$ cat config.mk
export PLATFORM = sky130hd
export DESIGN_NAME = avl_bus_arbiter_flat
export DESIGN_NICKNAME = d
export VERILOG_FILES = /design/src/rtl/avl_bus_arbiter_if.sv /design/src/rtl/avl_bus_arbiter.sv /design/src/flat_wrapper.sv
export SDC_FILE = /design/constraint.sdc
export NUM_CORES = 1
export LEC_CHECK = 0
export CORE_AREA = 5 5 180 182
export CTS_CLUSTER_DIAMETER = 60
export DETAILED_ROUTE_END_ITERATION = 6
export DIE_AREA = 0 0 185 187
export GPL_TIMING_DRIVEN = 0
export HOLD_SLACK_MARGIN = 0.1
export MAX_ROUTING_LAYER = met4
export SYNTH_ARGS = -nofsm -noshare
export SYNTH_HDL_FRONTEND = slang
export SYNTH_SLANG_ARGS = --single-unit
$ cat constraint.sdc
create_clock -name clk -period 6 [get_ports clk]
set_input_delay 1.5 -clock clk [delete_from_list [all_inputs] [get_ports clk]]
set_output_delay 1.5 -clock clk [all_outputs]
set_load 0.005 [all_outputs]
$ cat src/rtl/avl_bus_arbiter_if.sv
// avl_bus_arbiter_if: per-master command/response bundle plus the shared-slave bus.
// The master modport is the arbiter's view; slave is the surrounding environment.
interface avl_bus_arbiter_if #(
    parameter int MASTER_NUM  = 4,
    parameter int BURST_CNT_W = 8
);
    logic [32*MASTER_NUM-1:0]          m_address;
    logic [32*MASTER_NUM-1:0]          m_write_data;
    logic [4*MASTER_NUM-1:0]           m_byte_en;
    logic [BURST_CNT_W*MASTER_NUM-1:0] m_burst_count;
    logic [MASTER_NUM-1:0]             m_read;
    logic [MASTER_NUM-1:0]             m_write;
    logic [MASTER_NUM-1:0]             m_begin_burst_transfer;
    logic [MASTER_NUM-1:0]             m_request_ready;
    logic [31:0]                       m_read_data;
    logic [MASTER_NUM-1:0]             m_read_data_valid;
    logic [MASTER_NUM-1:0]             m_resp_ready;
    logic [31:0]                       s_address;
    logic [31:0]                       s_write_data;
    logic [3:0]                        s_byte_en;
    logic                              s_read;
    logic                              s_write;
    logic                              s_begin_burst_transfer;
    logic [BURST_CNT_W-1:0]            s_burst_count;
    logic                              s_request_ready;
    logic [31:0]                       s_read_data;
    logic                              s_read_data_valid;
    logic                              s_resp_ready;

    modport master (
        input  m_address, m_write_data, m_byte_en, m_burst_count, m_read, m_write,
               m_begin_burst_transfer, m_resp_ready, s_request_ready, s_read_data, s_read_data_valid,
        output m_request_ready, m_read_data, m_read_data_valid, s_address, s_write_data, s_byte_en,
               s_read, s_write, s_begin_burst_transfer, s_burst_count, s_resp_ready
    );

    modport slave (
        output m_address, m_write_data, m_byte_en, m_burst_count, m_read, m_write,
               m_begin_burst_transfer, m_resp_ready, s_request_ready, s_read_data, s_read_data_valid,
        input  m_request_ready, m_read_data, m_read_data_valid, s_address, s_write_data, s_byte_en,
               s_read, s_write, s_begin_burst_transfer, s_burst_count, s_resp_ready
    );
endinterface

$ cat src/rtl/avl_bus_arbiter.sv
// avl_bus_arbiter: round-robin arbiter of MASTER_NUM masters onto one slave, with burst locking
// and an in-order ID FIFO that routes read responses back to the issuing master.
module avl_bus_arbiter #(
    parameter int MASTER_NUM      = 4,
    parameter int RESP_FIFO_DEPTH = 8,
    parameter int BURST_CNT_W     = 8
) (
    input  logic              clk,
    input  logic              rest,
    avl_bus_arbiter_if.master bus,
    output logic              resp_err
);
    localparam int GW = $clog2(MASTER_NUM);
    localparam int AW = $clog2(RESP_FIFO_DEPTH);

    typedef enum logic [1:0] {IDLE, OWN, BURST} state_t;

    state_t                 state_q, state_d;
    logic [GW-1:0]          g_q, g_d, rr_q, rr_d, g_inc, pick, head;
    logic [BURST_CNT_W-1:0] cnt_q, cnt_d;
    logic [GW-1:0]          fifo_q [RESP_FIFO_DEPTH];
    logic [AW-1:0]          wp_q, wp_d, rp_q, rp_d;
    logic [AW:0]            occ_q, occ_d;
    logic                   err_q, err_d;
    logic                   own, full, empty, acc, push, pop;
    logic [MASTER_NUM-1:0]  req;

    assign req   = bus.m_read | bus.m_write;
    assign own   = state_q != IDLE;
    assign full  = occ_q == (AW+1)'(RESP_FIFO_DEPTH);
    assign empty = occ_q == '0;
    assign head  = fifo_q[rp_q];
    assign g_inc = (g_q == GW'(MASTER_NUM - 1)) ? '0 : g_q + GW'(1);

    always_comb begin
        bus.s_address              = own ? bus.m_address[32*int'(g_q) +: 32] : '0;
        bus.s_write_data           = own ? bus.m_write_data[32*int'(g_q) +: 32] : '0;
        bus.s_byte_en              = own ? bus.m_byte_en[4*int'(g_q) +: 4] : '0;
        bus.s_burst_count          = own ? bus.m_burst_count[BURST_CNT_W*int'(g_q) +: BURST_CNT_W] : '0;
        bus.s_begin_burst_transfer = own & bus.m_begin_burst_transfer[g_q];
        bus.s_read                 = own & bus.m_read[g_q] & ~full;
        bus.s_write                = own & bus.m_write[g_q];
    end

    assign acc                   = (bus.s_read | bus.s_write) & bus.s_request_ready;
    assign push                  = acc & bus.s_read;
    assign pop                   = bus.s_read_data_valid & bus.s_resp_ready & ~empty;
    assign bus.m_request_ready   = MASTER_NUM'(acc) << g_q;
    assign bus.m_read_data       = bus.s_read_data;
    assign bus.m_read_data_valid = MASTER_NUM'(bus.s_read_data_valid & ~empty) << head;
    // An orphan response is drained unconditionally so the slave never wedges.
    assign bus.s_resp_ready      = ~rest & (empty | bus.m_resp_ready[head]);
    assign resp_err              = err_q;

    // Descending scan so the lowest offset from rr_q wins.
    always_comb begin
        pick = '0;
        for (int k = MASTER_NUM - 1; k >= 0; k--)
            if (req[(int'(rr_q) + k) % MASTER_NUM]) pick = GW'((int'(rr_q) + k) % MASTER_NUM);
    end

    always_comb begin
        state_d = state_q;
        g_d     = g_q;
        rr_d    = rr_q;
        cnt_d   = cnt_q;
        case (state_q)
            IDLE: if (|req) begin
                g_d     = pick;
                state_d = OWN;
            end
            OWN: if (acc && bus.s_begin_burst_transfer && bus.s_burst_count != '0) begin
                cnt_d   = bus.s_burst_count;
                state_d = BURST;
            end else if (acc) begin
                rr_d    = g_inc;
                state_d = IDLE;
            end else if (!req[g_q]) begin
                state_d = IDLE;
            end
            BURST: if (acc) begin
                cnt_d = cnt_q - BURST_CNT_W'(1);
                if (cnt_q == BURST_CNT_W'(1)) begin
                    rr_d    = g_inc;
                    state_d = IDLE;
                end
            end
            default: state_d = IDLE;
        endcase
        wp_d  = wp_q + AW'(push);
        rp_d  = rp_q + AW'(pop);
        occ_d = occ_q + (AW+1)'(push) - (AW+1)'(pop);
        err_d = err_q | (bus.s_read_data_valid & empty);
    end

    always_ff @(posedge clk or posedge rest)
        if (rest) begin
            state_q <= IDLE;
            g_q     <= '0;
            rr_q    <= '0;
            cnt_q   <= '0;
            wp_q    <= '0;
            rp_q    <= '0;
            occ_q   <= '0;
            err_q   <= 1'b0;
        end else begin
            state_q <= state_d;
            g_q     <= g_d;
            rr_q    <= rr_d;
            cnt_q   <= cnt_d;
            wp_q    <= wp_d;
            rp_q    <= rp_d;
            occ_q   <= occ_d;
            err_q   <= err_d;
        end

    always_ff @(posedge clk)
        if (push) fifo_q[wp_q] <= g_q;
endmodule

$ cat src/flat_wrapper.sv
// flat-port wrapper written by rule: the top's interface ports become plain ports
module avl_bus_arbiter_flat 
#(
    parameter int MASTER_NUM      = 4,
    parameter int RESP_FIFO_DEPTH = 8,
    parameter int BURST_CNT_W     = 8
)
  (clk, rest, resp_err, bus_m_address, bus_m_write_data, bus_m_byte_en, bus_m_burst_count, bus_m_read, bus_m_write, bus_m_begin_burst_transfer, bus_m_resp_ready, bus_s_request_ready, bus_s_read_data, bus_s_read_data_valid, bus_m_request_ready, bus_m_read_data, bus_m_read_data_valid, bus_s_address, bus_s_write_data, bus_s_byte_en, bus_s_read, bus_s_write, bus_s_begin_burst_transfer, bus_s_burst_count, bus_s_resp_ready);
  avl_bus_arbiter_if #(.MASTER_NUM(MASTER_NUM), .BURST_CNT_W(BURST_CNT_W)) bus_i ();
  input  logic clk;
  input  logic rest;
  output logic resp_err;
  input wire logic [$bits(bus_i.m_address)-1:0] bus_m_address;
  input wire logic [$bits(bus_i.m_write_data)-1:0] bus_m_write_data;
  input wire logic [$bits(bus_i.m_byte_en)-1:0] bus_m_byte_en;
  input wire logic [$bits(bus_i.m_burst_count)-1:0] bus_m_burst_count;
  input wire logic [$bits(bus_i.m_read)-1:0] bus_m_read;
  input wire logic [$bits(bus_i.m_write)-1:0] bus_m_write;
  input wire logic [$bits(bus_i.m_begin_burst_transfer)-1:0] bus_m_begin_burst_transfer;
  input wire logic [$bits(bus_i.m_resp_ready)-1:0] bus_m_resp_ready;
  input wire logic [$bits(bus_i.s_request_ready)-1:0] bus_s_request_ready;
  input wire logic [$bits(bus_i.s_read_data)-1:0] bus_s_read_data;
  input wire logic [$bits(bus_i.s_read_data_valid)-1:0] bus_s_read_data_valid;
  output wire logic [$bits(bus_i.m_request_ready)-1:0] bus_m_request_ready;
  output wire logic [$bits(bus_i.m_read_data)-1:0] bus_m_read_data;
  output wire logic [$bits(bus_i.m_read_data_valid)-1:0] bus_m_read_data_valid;
  output wire logic [$bits(bus_i.s_address)-1:0] bus_s_address;
  output wire logic [$bits(bus_i.s_write_data)-1:0] bus_s_write_data;
  output wire logic [$bits(bus_i.s_byte_en)-1:0] bus_s_byte_en;
  output wire logic [$bits(bus_i.s_read)-1:0] bus_s_read;
  output wire logic [$bits(bus_i.s_write)-1:0] bus_s_write;
  output wire logic [$bits(bus_i.s_begin_burst_transfer)-1:0] bus_s_begin_burst_transfer;
  output wire logic [$bits(bus_i.s_burst_count)-1:0] bus_s_burst_count;
  output wire logic [$bits(bus_i.s_resp_ready)-1:0] bus_s_resp_ready;
  assign bus_i.m_address = bus_m_address;
  assign bus_i.m_write_data = bus_m_write_data;
  assign bus_i.m_byte_en = bus_m_byte_en;
  assign bus_i.m_burst_count = bus_m_burst_count;
  assign bus_i.m_read = bus_m_read;
  assign bus_i.m_write = bus_m_write;
  assign bus_i.m_begin_burst_transfer = bus_m_begin_burst_transfer;
  assign bus_i.m_resp_ready = bus_m_resp_ready;
  assign bus_i.s_request_ready = bus_s_request_ready;
  assign bus_i.s_read_data = bus_s_read_data;
  assign bus_i.s_read_data_valid = bus_s_read_data_valid;
  assign bus_m_request_ready = bus_i.m_request_ready;
  assign bus_m_read_data = bus_i.m_read_data;
  assign bus_m_read_data_valid = bus_i.m_read_data_valid;
  assign bus_s_address = bus_i.s_address;
  assign bus_s_write_data = bus_i.s_write_data;
  assign bus_s_byte_en = bus_i.s_byte_en;
  assign bus_s_read = bus_i.s_read;
  assign bus_s_write = bus_i.s_write;
  assign bus_s_begin_burst_transfer = bus_i.s_begin_burst_transfer;
  assign bus_s_burst_count = bus_i.s_burst_count;
  assign bus_s_resp_ready = bus_i.s_resp_ready;
  avl_bus_arbiter #(.MASTER_NUM(MASTER_NUM), .RESP_FIFO_DEPTH(RESP_FIFO_DEPTH), .BURST_CNT_W(BURST_CNT_W)) u_core (.clk(clk), .rest(rest), .bus(bus_i), .resp_err(resp_err));
endmodule
==> results of run 1 <==
-- worst max path at each step --
stage                   from                     end  slack (ps)  depth (start not counted)
2_1_floorplan  bus_m_read[1]  bus_m_request_ready[3]        1840                          4
3_3_place_gp   bus_m_read[1]  bus_m_request_ready[3]         510                          6
3_5_place_dp   bus_m_read[1]  bus_m_request_ready[3]         510                          6
4_1_cts        bus_m_read[1]  bus_m_request_ready[3]         500                          6
5_1_grt        bus_m_read[1]  bus_m_request_ready[3]         390                          6
6_report       bus_m_read[1]  bus_m_request_ready[3]         520                          6
-- sequential cells by signal (all words and copies together) (netlist names) --
name,flops
u_core.fifo_q,16
u_core.cnt_q,8
u_core.occ_q,4
u_core.rp_q,3
u_core.wp_q,3
u_core.g_q,2
u_core.rr_q,2
u_core.state_q,2
u_core.resp_err,1
-- final cells by class --
class                   count  area share [%]
inverters                  21           0.776
well taps                 396            4.88
clock inverters             3           0.210
repair buffers            444            43.8
diodes                      2          0.0493
clock buffers               5            1.23
flip-flops and latches     41            10.9
plain buffers              61            3.70
multi-input cells         321            34.5
-- kinds of logic after synthesis --
group | Yosys count | share of synthesized area [%]
fa+ha+maj | 17 | 4.35
mux | 95 | 40.0
compound gates | 52 | 7.24
xor+xnor | 4 | 0.692
flops | 41 | 21.9
simple gates | 153 | 16.9
buf+inv | 82 | 8.97
-- where the power goes --
part | switching (mW) | leakage [nW] | internal, mW
clock network | 0.106 | 0.0702 | 0.155
registers | 0.110 | 0.447 | 0.403
logic | 1.33 | 3.20 | 1.70
total | 1.55 | 3.71 | 2.26
-- layout by cell type, fill, tap and decap left out, drive strengths merged, types with 2 or more instances in the layout --
cell type      count
clkdlybuf4s50    444
mux4              84
and2              78
buf               41
nor2              25
dfrtp             25
clkbuf            25
inv               21
nand2             18
ha                16
edfxtp            16
nor3              12
a21oi             10
mux2i              8
o21ai              6
o22ai              6
nor4               6
o31ai              5
nand3              5
a22oi              4
a31oi              4
xor2               3
mux2               3
a221oi             3
diode              2
a211o              2
a21o               2
or2                2
o21a               2
nand2b             2
a31o               2
clkinv             2
-- per-layer routing --
metal,GRT usage [%],share of wire (%),up-vias,routed length [um]
met1,18.8,38,2778,10900
li1,-,-,2590,-
met2,29.3,54,254,15400
met5,-,0,-,0
met3,2.72,7.0,7,1990
met4,1.61,0.39,0,110
-- metrics by stage --
step           cells  util (%)  setup slack (ps)
2_1_floorplan    444         -              1840
3_3_place_gp    1284      32.9               507
3_5_place_dp    1284      32.9               507
4_1_cts         1292      33.3               504
5_1_grt         1294      33.4               389
6_report        1294      33.4               520
==> flow_summary.json, run 1 <==
{
  "status": "completed",
  "finalSetupViolations": 0,
  "finalMaxSlewViolations": 0,
  "drt-pass1-iter-count": 4,
  "ys_types": 53,
  "cap_viol_max_count": 0,
  "rrSetupSlack_ps": 2560,
  "die_h_um": 187,
  "fmax_ghz": 0.182,
  "r2r-end": "u_core.occ_q[2]$_DFF_PP0_",
  "grt_usage_pct": 15.9,
  "cp_max_fo": 5,
  "fp.dieW_um": 185,
  "synth-seq-area-share_pct": 21.9,
  "post-route-min-period_ps": 5480,
  "cts.htree.levels": 2,
  "clk_pin_slew_ps": 60,
  "antenna_found_initial": 5,
  "yosysWarnings": 0,
  "hold_path.startpoint": "u_core.resp_err$_DFF_PP0_",
  "row_count": 64,
  "syn-num-nets": 817,
  "drive_above_1_share_pct": 15.4,
  "synth-seq-cells": 41,
  "synth_common_cells": "mux4_2 (79), and2_1 (78), buf_4 (32)",
  "clockBufferDepth": 2,
  "end_kind": "primary output",
  "synth.avg_cell_area_um2": 11.4,
  "finClkSkew_ps": 3.63,
  "syn_inst": 444,
  "critPathMostFrequentCell": "clkdlybuf4s50_1",
  "io_buffers": 444,
  "p_total_mw": 3.80,
  "grt_overflow": 0,
  "criticalPathCategory": "in -> out",
  "worstPathRequired_ps": 4500,
  "place_hpwl_mm": 25.1,
  "nNetsFinal": 1268,
  "whs_ps": 468,
  "seq_area_um2": 1110,
  "cts_tree": "built",
  "antenna_left": 0,
  "critPathTopFamily": "buffers and inverters",
  "wl_mm": 28.4,
  "synth_area_um2": 5060,
  "place_congestion": 0.861,
  "synth_area_leaders": "mux4_2 (35%), dfrtp_1 (12%), and2_1 (9.6%)",
  "finalHoldViolations": 0,
  "dieArea_um2": 34600,
  "grt_start_max_net_pins": 26,
  "finalCritPeriodShare_pct": 91.3,
  "rr_startpoint": "u_core.rp_q[0]$_DFF_PP0_",
  "synth_top_area_share_pct": 35.2,
  "routedWlPerCell_um": 21.9,
  "start_util_pct": 16.6,
  "post-cts-setup-buffers": 0,
  "drcViolationCount": 0,
  "cellLeakagePower_nw": 3.71,
  "grt_pass1_vias": 6170,
  "hold_path_end": "u_core.resp_err$_DFF_PP0_",
  "cts_sinks": 41,
  "worst_slew_pin_slew_ps": 1000,
  "vias": 5629,
  "arrival_ps": 3980,
  "async_flop_share_pct": 61.0,
  "hp-class": "reg -> reg",
  "crit_path_start_kind": "primary input",
  "io_pins": 477,
  "synth.most_common_cell": "mux4_2",
  "synth-edff-count": 16,
  "setup_tns_ps": 0,
  "grt_pass1_wl_mm": 40.6,
  "drt_iter0_drc": 296,
  "multi_input_area_um2": 3500,
  "core_area_um2": 30400,
  "nFillCells": 3103,
  "synthFlopType": "dfrtp_1",
  "slowest_stage": "mux4_1",
  "cts_buffers": 5,
  "max_stage_delay_ps": 610,
  "p_per_area_nw_per_um2": 375,
  "routed_via_density": 4.35,
  "maxSlewHeadroom_pct": 32.4,
  "cts_resized": 0,
  "crit_chain": "clkdlybuf4s50_1 -> mux4_1 -> a21oi_1 -> nor2_1 -> and3_1 -> clkdlybuf4s50_1",
  "placed_area_um2": 10000,
  "holdPathStages": 1,
  "worstRegToRegCells": 11,
  "rsz0062_at_grt": "no",
  "cts-hold-fix-buffers": 0,
  "synthToLayoutAreaGrowth_pct": 101,
  "insertion_delay_ps": 280,
  "final_cell_area_um2": 10200,
  "synth_top_area_cell": "mux4_2",
  "cp_num_buf_inv": 2,
  "root_buffer": "clkbuf_16",
  "ir_worst_vdd_mv": 0.164
}
(Power assumes the default switching activity.)
==> run 2: changes to the inputs <==
--- a/config.mk
+++ b/config.mk
@@ -8,3 +8,3 @@
 export CORE_AREA = 5 5 180 182
-export CTS_CLUSTER_DIAMETER = 60
+export CTS_CLUSTER_DIAMETER = 40
 export DETAILED_ROUTE_END_ITERATION = 6
@@ -14,2 +14,3 @@
 export MAX_ROUTING_LAYER = met4
+export RECOVER_POWER = 25
 export SYNTH_ARGS = -nofsm -noshare
--- a/constraint.sdc
+++ b/constraint.sdc
@@ -3,2 +3,2 @@
 set_output_delay 1.5 -clock clk [all_outputs]
-set_load 0.005 [all_outputs]
+set_load 0.05 [all_outputs]
==> flow_summary.json, run 2 (same netlist as run 1, synthesis figures left out) <==
{
  "cts.htree.levels": 2,
  "finalCritPeriodShare_pct": 95.6,
  "drive_above_1_share_pct": 15.4,
  "cts_resized": 0,
  "routed_via_density": 4.36,
  "drt_iter0_drc": 295,
  "power_frac_seq_pct": 10.2,
  "critPathMostFrequentCell": "clkdlybuf4s50_1",
  "setup_tns_ps": 0,
  "finClkSkew_ps": 3.51,
  "criticalPathCategory": "in -> out",
  "clockBufferDepth": 2,
  "final_cell_mix": "clkdlybuf4s50_1 (440), mux4_2 (79), and2_1 (78), buf_4 (32)",
  "post-route-min-period_ps": 5730,
  "finalHoldViolations": 0,
  "fmax_ghz": 0.174,
  "whs_ps": 463,
  "insertion_delay_ps": 280,
  "grt_usage_pct": 15.9,
  "hp-class": "reg -> reg",
  "largest_register_ffs": 16,
  "regMostFlops": "u_core.fifo_q",
  "grt_pass1_vias": 6170,
  "nNetsFinal": 1268,
  "core_area_um2": 30400,
  "nFillCells": 3103,
  "slowest_stage": "clkdlybuf4s50_1",
  "cap_viol_max_count": 0,
  "cellLeakagePower_nw": 3.71,
  "root_buffer": "clkbuf_16",
  "crit_path_start_kind": "primary input",
  "status": "completed",
  "p_total_mw": 5.04,
  "io_pins": 477,
  "grt_start_max_net_pins": 26,
  "p_sw_mw": 2.79,
  "cp_num_buf_inv": 2,
  "antenna_found_initial": 5,
  "dieArea_um2": 34600,
  "routedWlPerCell_um": 21.9,
  "io_buffers": 444,
  "arrival_ps": 4230,
  "critPathTopFamily": "buffers and inverters",
  "fp.dieW_um": 185,
  "cp_max_fo": 5,
  "crit_chain": "clkdlybuf4s50_1 -> mux4_1 -> a21oi_1 -> nor2_1 -> and3_1 -> clkdlybuf4s50_1",
  "post-cts-setup-buffers": 0,
  "largest_registers": "u_core.fifo_q (16), u_core.cnt_q (8), u_core.occ_q (4)",
  "place_hpwl_mm": 25.1,
  "p_sw_share_pct": 55.3,
  "worst_slew_pin_slew_ps": 1010,
  "final_common_cell": "clkdlybuf4s50_1",
  "antenna_left": 0,
  "grt_pass1_wl_mm": 40.6,
  "vias": 5637,
  "wl_mm": 28.4,
  "synthToLayoutAreaGrowth_pct": 101,
  "start_util_pct": 16.6,
  "clk_pin_slew_ps": 60,
  "placed_area_um2": 10000,
  "cts_sinks": 41,
  "final_cell_area_um2": 10200,
  "cts_tree": "built",
  "p_int_mw": 2.25,
  "finalSetupViolations": 0,
  "finalMaxSlewViolations": 0,
  "row_count": 64,
  "worstPathRequired_ps": 4500,
  "die_h_um": 187,
  "p_per_area_nw_per_um2": 496,
  "cts_buffers": 5,
  "maxSlewHeadroom_pct": 32.4,
  "clockPowerShare_pct": 5.2,
  "grt_overflow": 0,
  "drt-pass1-iter-count": 4,
  "end_kind": "primary output",
  "place_congestion": 0.861,
  "drcViolationCount": 0,
  "max_stage_delay_ps": 710,
  "comb_power_share_pct": 84.6,
  "ir_worst_vdd_mv": 0.254,
  "rsz0062_at_grt": "no",
  "final_util_pct": 33.4,
  "cts-hold-fix-buffers": 0
}
run 2: cell count changes in the layout (fill, tap and decap cells not counted), sizes merged:
| cell | previous run | this run |
|---|---|---|
| clkdlybuf4s50 | 444 | 440 |
| dlygate4sd3 | 0 | 4 |
run 2: power by group through the flow:
stage,Clock [mW],Combinational (mW),Sequential (mW)
final,0.261,4.26,0.513
after global routing,0.282,4.52,0.529
after CTS,0.269,4.33,0.513
after detailed placement,0,4.32,0.518
after global placement,0,4.29,0.515
after floorplan,0,2.85,0.494
run 2: area by class of cell:
class | count | area [um2] | share of cell area (%)
Antenna cell | 2 | 5.00 | 0.0493
Clock inverter | 3 | 21.3 | 0.210
Buffer | 61 | 375 | 3.70
Inverter | 21 | 78.8 | 0.776
Multi-Input combinational cell | 321 | 3500 | 34.5
Timing Repair Buffer | 444 | 4440 | 43.8
Clock buffer | 5 | 125 | 1.23
Tap cell | 396 | 495 | 4.88
Sequential cell | 41 | 1110 | 10.9
run 2: worst paths after layout:
kind | start | endpoint | slack [ps] | cells after the start
worst max-delay path | bus_m_read[1] | bus_m_request_ready[3] | 270 | 6
worst min-delay path | u_core.resp_err$_DFF_PP0_ | u_core.resp_err$_DFF_PP0_ | 460 | 1
worst max register to register | u_core.rp_q[0]$_DFF_PP0_ | u_core.occ_q[2]$_DFF_PP0_ | 2560 | 11
worst min register to register | u_core.resp_err$_DFF_PP0_ | u_core.resp_err$_DFF_PP0_ | 460 | 1
max in group asynchronous | rest | u_core.state_q[0]$_DFFE_PP0P_ | 3410 | 2
min in group asynchronous | rest | u_core.rp_q[2]$_DFF_PP0_ | 1970 | 2
run 2: layer usage:
metal  wire [um]  GRT usage [%]
met1       10900           18.8
met3        1980           2.72
met4         113           1.61
met2       15400           29.3
met5           0              -
run 2: metrics by stage:
| stage | cells | worst slack (ps) |
|---|---|---|
| detailed placement | 1284 | 257 |
| floorplan | 444 | 1080 |
| global route | 1294 | 138 |
| CTS | 1292 | 254 |
| global placement | 1284 | 257 |
| finish | 1294 | 265 |
==> run 3: changes to the inputs <==
Settings changed: CORE_AREA 5 5 180 182 to 2 2 188 190, DIE_AREA 0 0 185 187 to 0 0 190 192, SKIP_CTS_REPAIR_TIMING set to 1.
==> flow_summary.json, run 3 (same netlist as run 1, synthesis figures left out) <==
{
  "largest_registers": "u_core.fifo_q (16), u_core.cnt_q (8), u_core.occ_q (4)",
  "cp_max_fo": 5,
  "seq_area_um2": 1110,
  "finalCritPeriodShare_pct": 96.8,
  "maxSlewHeadroom_pct": 30.7,
  "grt_start_max_net_pins": 26,
  "regMostFlops": "u_core.fifo_q",
  "drt-pass1-iter-count": 4,
  "antenna_left": 0,
  "routed_via_density": 4.14,
  "worst_slew_pin_slew_ps": 1040,
  "cts_tree": "built",
  "insertion_delay_ps": 280,
  "drt_iter0_drc": 252,
  "io_pins": 477,
  "clockBufferDepth": 2,
  "hp-class": "reg -> reg",
  "nFillCells": 3526,
  "dp_cells": 1343,
  "clk_pin_slew_ps": 70,
  "worstPathRequired_ps": 4500,
  "routedWlPerCell_um": 21.0,
  "finalSetupViolations": 0,
  "status": "completed",
  "drive_above_1_share_pct": 15.4,
  "start_util_pct": 14.8,
  "p_per_area_nw_per_um2": 501,
  "antenna_found_initial": 5,
  "grt_pass1_wl_mm": 39.4,
  "grt_overflow": 0,
  "row_count": 68,
  "r2r-end": "u_core.occ_q[2]$_DFF_PP0_",
  "core_area_um2": 34300,
  "place_hpwl_mm": 25.3,
  "grt_usage_pct": 15.3,
  "crit_path_start_kind": "primary input",
  "hold_path_end": "u_core.resp_err$_DFF_PP0_",
  "cts.htree.levels": 2,
  "rr_startpoint": "u_core.rp_q[0]$_DFF_PP0_",
  "nNetsFinal": 1268,
  "synthToLayoutAreaGrowth_pct": 103,
  "cap_viol_max_count": 0,
  "rsz0062_at_grt": "no",
  "final_common_cell": "clkdlybuf4s50_1",
  "root_buffer": "clkbuf_16",
  "setup_tns_ps": 0,
  "fmax_ghz": 0.172,
  "ir_worst_vdd_mv": 0.217,
  "io_buffers": 444,
  "finalMaxSlewViolations": 0,
  "grt_pass1_vias": 5946,
  "final_cell_mix": "clkdlybuf4s50_1 (440), mux4_2 (79), and2_1 (78), buf_4 (32)",
  "arrival_ps": 4310,
  "end_kind": "primary output",
  "rrSetupSlack_ps": 2590,
  "fin_cells": 1356,
  "drcViolationCount": 0,
  "finClkSkew_ps": 7.44,
  "worstRegToRegCells": 11,
  "multi_input_area_um2": 3500,
  "place_congestion": 0.869,
  "cts_sinks": 41,
  "die_h_um": 192,
  "cp-startpoint": "bus_m_read[3]",
  "vias": 5616,
  "dieArea_um2": 36500,
  "fp.dieW_um": 190,
  "finalHoldViolations": 0,
  "cellLeakagePower_nw": 3.73,
  "post-route-min-period_ps": 5810,
  "hold_path.startpoint": "u_core.resp_err$_DFF_PP0_",
  "wl_mm": 28.4,
  "largest_register_ffs": 16,
  "criticalPathCategory": "in -> out",
  "holdPathStages": 1,
  "cts_buffers": 5
}
run 3: cell types whose count changed in the layout (fill, tap and decap cells not counted):
| cell | change |
|---|---|
| clkinvlp_4 | -1 |
| bufinv_16 | +1 |
| diode_2 | +3 |
run 3: worst max-delay path by stage:
stage	depth (start not counted)	endpoint	slack, ps
after floorplan	3	bus_m_request_ready[0]	1080
after global placement	6	bus_m_request_ready[3]	310
after detailed placement	6	bus_m_request_ready[3]	290
after CTS	6	bus_s_address[29]	230
after global routing	6	bus_m_request_ready[3]	100
final	6	bus_m_request_ready[3]	190
run 3: critical path: stages:
cell and delay (ps):
dlygate4sd3_1 590, mux4_1 580, a21oi_1 540, nor2_1 160, and3_1 220, clkdlybuf4s50_1 720
run 3: power by group:
part           switching (mW)  internal (mW)  leakage, nW
clock network           0.111          0.197       0.0842
registers               0.112          0.403        0.447
logic                    2.62           1.70         3.19
run 3: cell type report:
class	instances	area share, %
repair buffers	444	43.3
multi-input cells	321	34.1
flip-flops and latches	41	10.8
well taps	455	5.55
plain buffers	61	3.66
clock buffers	5	1.22
inverters	21	0.769
clock inverters	3	0.427
diodes	5	0.122
run 3: per-stage QoR:
stage / worst slack [ps] / util (%) / hold slack (ps) / power (mW) / cell area, um2
6_report: 195 / 29.9 / 462 / 5.14 / 10300
5_1_grt: 101 / 29.9 / 506 / 5.41 / 10300
4_1_cts: 226 / 29.9 / 474 / 5.22 / 10200
3_5_place_dp: 292 / 29.4 / 459 / 4.89 / 10100
3_3_place_gp: 311 / 29.4 / 454 / 4.87 / 10100
2_1_floorplan: 1080 / - / 501 / 3.34 / 5060
run 3: routing by layer:
layer / global-route usage, % / part of all wire, % / vias up
met5: - / 0 / -
met4: 3.58 / 1.7 / 0
met3: 2.32 / 5.2 / 24
met2: 26.6 / 52 / 238
met1: 18.7 / 41 / 2757
li1: - / - / 2597
